--- src/rtl/csa_operand_collector.sv ---
// Operand collector feeding the ten-operand CSA summation tree: packs a serial
// valid/ready operand stream into a ten-slot frame and holds it until acknowledged.
module csa_operand_collector #(
    parameter int N = 1
) (
    input  logic         clk,
    input  logic         rst,
    input  logic [N-1:0] op_in,
    input  logic         op_valid,
    output logic         op_ready,
    input  logic         flush,
    input  logic         frame_ack,
    output logic         frame_valid,
    output logic [3:0]   frame_count,
    output logic [N-1:0] in0,
    output logic [N-1:0] in1,
    output logic [N-1:0] in2,
    output logic [N-1:0] in3,
    output logic [N-1:0] in4,
    output logic [N-1:0] in5,
    output logic [N-1:0] in6,
    output logic [N-1:0] in7,
    output logic [N-1:0] in8,
    output logic [N-1:0] in9
);

    typedef enum logic {
        FILL = 1'b0,
        HOLD = 1'b1
    } state_t;

    state_t       r_state;
    state_t       w_state_next;
    logic [3:0]   r_idx;
    logic [3:0]   w_idx_next;
    logic [3:0]   r_count;
    logic [3:0]   w_count_next;
    logic         r_frame_valid;
    logic         w_frame_valid_next;
    logic         w_accept;
    logic         w_clear;
    logic [N-1:0] r_slot [10];

    assign op_ready = (r_state == FILL);
    assign w_accept = op_valid && (r_state == FILL);

    always_comb begin
        w_state_next       = r_state;
        w_idx_next         = r_idx;
        w_count_next       = r_count;
        w_frame_valid_next = r_frame_valid;
        w_clear            = 1'b0;
        unique case (r_state)
            FILL: begin
                if (w_accept) begin
                    w_idx_next   = r_idx + 4'd1;
                    w_count_next = r_idx + 4'd1;
                end
                // A same-cycle accept counts toward a non-empty flush.
                if ((w_accept && (r_idx == 4'd9)) ||
                    (flush && ((r_idx != 4'd0) || w_accept))) begin
                    w_state_next       = HOLD;
                    w_frame_valid_next = 1'b1;
                end
            end
            HOLD: begin
                if (frame_ack) begin
                    w_state_next       = FILL;
                    w_idx_next         = 4'd0;
                    w_count_next       = 4'd0;
                    w_frame_valid_next = 1'b0;
                    w_clear            = 1'b1;
                end
            end
            default: begin
                w_state_next = FILL;
            end
        endcase
    end

    always_ff @(posedge clk) begin
        if (rst) begin
            r_state       <= FILL;
            r_idx         <= '0;
            r_count       <= '0;
            r_frame_valid <= 1'b0;
        end else begin
            r_state       <= w_state_next;
            r_idx         <= w_idx_next;
            r_count       <= w_count_next;
            r_frame_valid <= w_frame_valid_next;
        end
    end

    // Slots clear on ack so unused positions read as zero in the next frame.
    always_ff @(posedge clk) begin
        for (int unsigned i = 0; i < 10; i++) begin
            if (rst || w_clear) begin
                r_slot[i] <= '0;
            end else if (w_accept && (r_idx == 4'(i))) begin
                r_slot[i] <= op_in;
            end
        end
    end

    assign frame_valid = r_frame_valid;
    assign frame_count = r_count;
    assign in0 = r_slot[0];
    assign in1 = r_slot[1];
    assign in2 = r_slot[2];
    assign in3 = r_slot[3];
    assign in4 = r_slot[4];
    assign in5 = r_slot[5];
    assign in6 = r_slot[6];
    assign in7 = r_slot[7];
    assign in8 = r_slot[8];
    assign in9 = r_slot[9];

endmodule

--- config.mk ---
export PLATFORM = sky130hd
export DESIGN_NAME = csa_operand_collector
export DESIGN_NICKNAME = d
export VERILOG_FILES = /design/src/rtl/csa_operand_collector.sv
export SDC_FILE = /design/constraint.sdc
export NUM_CORES = 1
export LEC_CHECK = 0
export ABC_AREA = 1
export BUFFER_PORTS_ARGS = -buffer_cell sky130_fd_sc_hd__buf_2
export CORE_MARGIN = 4
export CORE_UTILIZATION = 50
export DETAILED_ROUTE_END_ITERATION = 7
export GPL_ROUTABILITY_DRIVEN = 0
export PLACE_DENSITY = 0.82
export REMOVE_ABC_BUFFERS = 1
export SETUP_SLACK_MARGIN = 0.5
export SYNTH_ARGS = -nofsm -noshare
export SYNTH_HDL_FRONTEND = slang
export SYNTH_SLANG_ARGS = --single-unit
--- constraint.sdc ---
create_clock -name clk -period 1.38 [get_ports clk]
set_input_delay 0.207 -clock clk [delete_from_list [all_inputs] [get_ports clk]]
set_output_delay 0.207 -clock clk [all_outputs]
set_load 0.01 [all_outputs]
==> results by group, run 1 <==
Clock network
  • CTS sink count: 16
  • Clock buffer depth: 2
  • Clk pin slew, worst setup/hold paths: 100 ps
  • Later-pin clock latency in the skew report: 290 ps
  • Hold_buf cts: 0
  • Root Buffer: clkbuf_4
  • CTS H-Tree Depth: 1
  • CTS tree: yes
  • CTS Buf Count: 3

Job
  • MaxCap Viol Count: 0

Global route
  • Global-route wire length before repair: 3.50 mm
  • GRT Total Usage: 18.5%
  • Initial antenna violation count: 0
  • Grt ovf: 0
  • Largest net degree at the start of global routing: 11
  • Number of global-route vias before repair: 778

Timing
  • Final Hold Fails: 0
  • Setup ws final: 182 ps
  • Final setup violation count: 0
  • Final cycle utilization of the critical path: 86.8%
  • Minimum clock period: 1200 ps
  • Setup TNS Final: 0 ps
  • Peak Freq: 835 MHz
  • Slew Limit Fails: 0
  • Unrepaired setup endpoints after global routing: true
  • Final Skew: 3.44 ps
  • Worst relative slew slack: 86.5%
  • Worst Tran Pin Value: 202 ps

Setup path
  • Critical path fanouts, max: 7
  • Worst path required time: 1400 ps
  • Setup crit start kind: register
  • CP Class: register to register
  • Arrival time at the worst endpoint: 1220 ps
  • Critical path capture point type: register
  • R2R Setup Slk: 180 ps

Yosys
  • Yosys cell types: 16
  • Ranking of synthesized cells by area: edfxtp_1, dfxtp_1, nand2_1
  • Mapped Area: 812 um^2
  • Cell taking the most area after synthesis: edfxtp_1
  • Combinational family with the most area after synthesis: simple AND/OR/NAND/NOR gates
  • Ys Warns: 0
  • Mux share of post-synthesis cell area: 0%
  • Adder-Cell Fraction of Synth Area: 6.16%
  • Synth Area in Compound Gates: 4.78%
  • Sequential area share after synthesis: 51.8%
  • Share of the synthesized area in the top cell type: 37.0%
  • Mean area per synthesized cell: 8.64 um^2
  • Simple-Gate Fraction of Synth Area: 31.1%
  • Mapped Cells: 94
  • Seq cells post-synth: 16
  • Xor-xnor portion of the synthesized cell area: 0%

Finish
  • Diodes inserted: 0
  • Syn-to-layout area delta: 58.6%
  • Share of cells above drive strength 1: 67.7%
  • Total area of sequential cells: 440 um^2
  • Area of the multi-input gates: 531 um^2
  • Filler cells: 66
  • Layout Nets: 135
  • Most frequent cells in the layout: buf_2, nand2_1, nand2_2, edfxtp_1, buf_6
  • Commonest non-fill, non-tap cell in the layout: buf_2

Routing
  • Drt initial violations: 31
  • Detail-routed via count per cell: 5.64
  • Total wire length: 2.31 mm
  • DRC: 0
  • Drt first pass iters: 6
  • Via count: 789
  • Antenna Nets Post-Route: 0
  • Routed len/inst: 16.5 um

Pwr
  • Total chip power: 1.19 mW
  • Peak supply drop: 0.737 mV
  • Pleak: 0.536 nW
  • Pwr dens: 925 nW/um^2

Floorplan
  • Die Wd: 48.3 um
  • Site Rows: 14
  • Initial Utilization: 53.3%
  • Vert. Die Dim: 48.3 um
  • Core ar.: 1520 um^2
  • Top Ports: 22
  • Die area: 2330 um^2

Place
  • Post-detail-place hpwl: 1.18 mm
  • # port buffers: 21
  • Pre-CTS WS: 113 ps

Hold path
  • Hold Path Class: primary input to register

Status
  • Status: complete, no violations
## power by group
group          internal [mW]  total, mW  leakage, nW  switching [mW]
combinational          0.134      0.298        0.357           0.164
sequential             0.540      0.575        0.158          0.0355
clock                  0.161      0.317       0.0210           0.156
total                  0.835       1.19        0.536           0.356
## stage by stage
stage | utilization (%) | std cells | hold slack, ps | instance area [um^2]
6_report | 84.5 | 140 | 125 | 1290
5_1_grt | 84.5 | 140 | 137 | 1290
4_1_cts | 79.6 | 140 | 139 | 1210
3_5_place_dp | 61.4 | 131 | 430 | 936
3_3_place_gp | 61.4 | 131 | 427 | 936
2_1_floorplan | - | 92 | 276 | 796
## layout make-up
cell class | count | area share, %
Clock buffer | 4 | 2.82
Inverter | 9 | 3.21
Multi-Input combinational cell | 67 | 41.2
Sequential cell | 16 | 34.2
Tap cell | 16 | 1.55
Timing Repair Buffer | 28 | 17.0
## layer usage
layer  track usage [%]  share of wire, %  up-vias
li1                  -                 -      365
met1              20.4                40      373
met2              33.3                52       44
met3              4.91               6.2        7
met4              6.91               1.9        0
met5                 0                 0        -
## critical path, cell delays in order (launching register included)
cell	delay, ps
dfxtp_4	390
nor2_4	160
buf_6	170
nand3_2	110
nand2_2	90
## Yosys cell counts
| cell | instances |
|---|---|
| nand2_1 | 23 |
| nand3_1 | 12 |
| nor2_1 | 12 |
| edfxtp_1 | 10 |
| dfxtp_1 | 6 |
| nor2_2 | 6 |
| inv_1 | 5 |
| a21oi_1 | 4 |
| ha_1 | 4 |
| inv_2 | 4 |
| nand2_2 | 2 |
| o21ai_1 | 2 |
| a21oi_2 | 1 |
| buf_2 | 1 |
| buf_6 | 1 |
| nand2_4 | 1 |
## cells by family (layout without fill, tap and decap cells)
| logic type | count (synthesis) | in the layout |
|---|---|---|
| compound gates | 7 | 7 |
| fa+ha+maj | 4 | 4 |
| buf+inv | 11 | 41 |
| flops | 16 | 16 |
| simple gates | 56 | 56 |
## repair_timing
action                                  4_1_cts  5_1_grt
gates resized for setup                      45       22
cloned                                        0        0
setup buffers                                 5        0
pin swaps                                    12        7
endpoints found under the setup margin       42       42
## state kept, by name, summed over array words and instances, names as in the netlist
name         flops
frame_count      4
r_state          1
frame_valid      1
r_slot          10
## path summary, 6_finish.rpt
path                     to  depth (start not counted)         from
max               r_slot[0]                          4      r_state
min          frame_count[1]                          2          rst
max reg2reg       r_slot[0]                          4      r_state
min reg2reg     frame_valid                          2  frame_valid
Power figures use the tool's default switching activity.
==> run 2: changes to the inputs <==
clock period = 1.27 ns   (was 1.38 ns; I/O delays follow)
==> results by group, run 2 (synthesis results as in run 1) <==
Status
  • Status: complete, no violations

Global route
  • GRT Total Usage: 17.7%
  • Largest net degree at the start of global routing: 11
  • Number of global-route vias before repair: 792
  • Grt ovf: 0
  • Global-route wire length before repair: 3.36 mm
  • Initial antenna violation count: 0

Routing
  • Antenna Nets Post-Route: 0
  • Drt initial violations: 30
  • Routed len/inst: 16.8 um
  • Via count: 823
  • Drt first pass iters: 4
  • Total wire length: 2.49 mm
  • Detail-routed via count per cell: 5.56
  • DRC: 0

Timing
  • Slew Limit Fails: 0
  • Unrepaired setup endpoints after global routing: true
  • Worst relative slew slack: 84.7%
  • Peak Freq: 797 MHz
  • Final setup violation count: 0
  • Minimum clock period: 1260 ps
  • Setup TNS Final: 0 ps
  • Worst hold margin: 119 ps
  • Worst Tran Pin Value: 229 ps
  • Final cycle utilization of the critical path: 98.8%
  • Final Hold Fails: 0
  • Setup ws final: 14.6 ps
  • Final Skew: 9.04 ps

Finish
  • Diodes inserted: 0
  • Syn-to-layout area delta: 62.7%
  • Layout Nets: 143
  • Share of cells above drive strength 1: 62.1%
  • Util after Layout: 86.7%
  • Final Non-Filler Cells: 148
  • Most frequent cells in the layout: nand2_1, buf_2, buf_6, edfxtp_1
  • Largest register FFs: 10
  • Biggest register: r_slot

Hold path
  • Hold Path Class: primary input to register

Clock network
  • CTS tree: yes
  • Root Buffer: clkbuf_4
  • Clock buffer depth: 2
  • Hold_buf cts: 0
  • Clk pin slew, worst setup/hold paths: 100 ps
  • Later-pin clock latency in the skew report: 300 ps
  • CTS sink count: 16
  • CTS H-Tree Depth: 1
  • CTS Buf Count: 3

Setup path
  • Setup crit start: r_state
  • Critical path fanouts, max: 7
  • Arrival time at the worst endpoint: 1280 ps
  • FF-to-FF Start: r_state
  • R2r endpoint: r_slot[1]
  • Critical path capture point type: register
  • R2R Setup Slk: 10 ps
  • Worst Reg2Reg Path Length in Cells: 4
  • Worst path required time: 1300 ps
  • CP Class: register to register
  • Crit path to: r_slot[1]
  • Setup crit start kind: register

Job
  • MaxCap Viol Count: 0

Place
  • Pre-CTS WS: -130 ps
  • Post-detail-place hpwl: 1.19 mm
  • # port buffers: 21
  • Cell total after placement: 132

Floorplan
  • Vert. Die Dim: 48.3 um
  • Initial Utilization: 53.3%
  • Top Ports: 22
  • Site Rows: 14
  • Core ar.: 1520 um^2
  • Die Wd: 48.3 um
  • Die area: 2330 um^2

Pwr
  • Pwr dens: 977 nW/um^2
  • Peak supply drop: 0.734 mV
  • Pleak: 0.571 nW
[run 2: timing repair]
item                       4_1_cts  5_1_grt
pin swaps                       11       11
buffers inserted                 7        4
cloned                           0        1
resized for setup               44       16
setup endpoints to repair       42       42
[run 2: worst min-delay path by stage]
stage          slack (ps)  cells past startpoint  from              to
2_1_floorplan         260                      1   rst  frame_count[1]
3_3_place_gp          410                      2   rst  frame_count[1]
3_5_place_dp          440                      2   rst  frame_count[1]
4_1_cts               140                      2   rst  frame_count[1]
5_1_grt               120                      2   rst  frame_count[1]
6_report              120                      2   rst  frame_count[1]
[run 2: report_power, final]
part / internal (mW) / total, mW / leakage, nW / switching, mW
Sequential: 0.586 / 0.620 / 0.158 / 0.0338
Combinational: 0.182 / 0.378 / 0.398 / 0.196
Clock: 0.123 / 0.293 / 0.0150 / 0.170
Total: 0.891 / 1.29 / 0.571 / 0.400
[run 2: metrics by stage]
step	cell area [um^2]	total power, mW
global route	1320	1.35
CTS	1210	1.19
global placement	943	0.810
floorplan	796	0.739
finish	1320	1.29
detailed placement	943	0.816
[run 2: layout make-up]
class	instances	area [um^2]
clock buffer	4	26.3
fill	64	203
inverter	9	38.8
multi-input combinational	68	510
sequential	16	440
tap	16	20.0
timing repair buffer	35	285
[run 2: per-layer routing]
layer	vias up	GRT usage [%]	share of wire, %
li1	386	-	-
met3	11	3.37	9.9
met2	52	32.6	51
met4	0	5.53	3.8
met1	374	20.0	35
met5	-	0	0
[run 2: worst max-delay path, stage by stage, from the launching register on]
cell and delay [ps]:
dfxtp_4 390, nor2_4 160, buf_4 190, nand3_1 130
nand2_1 120
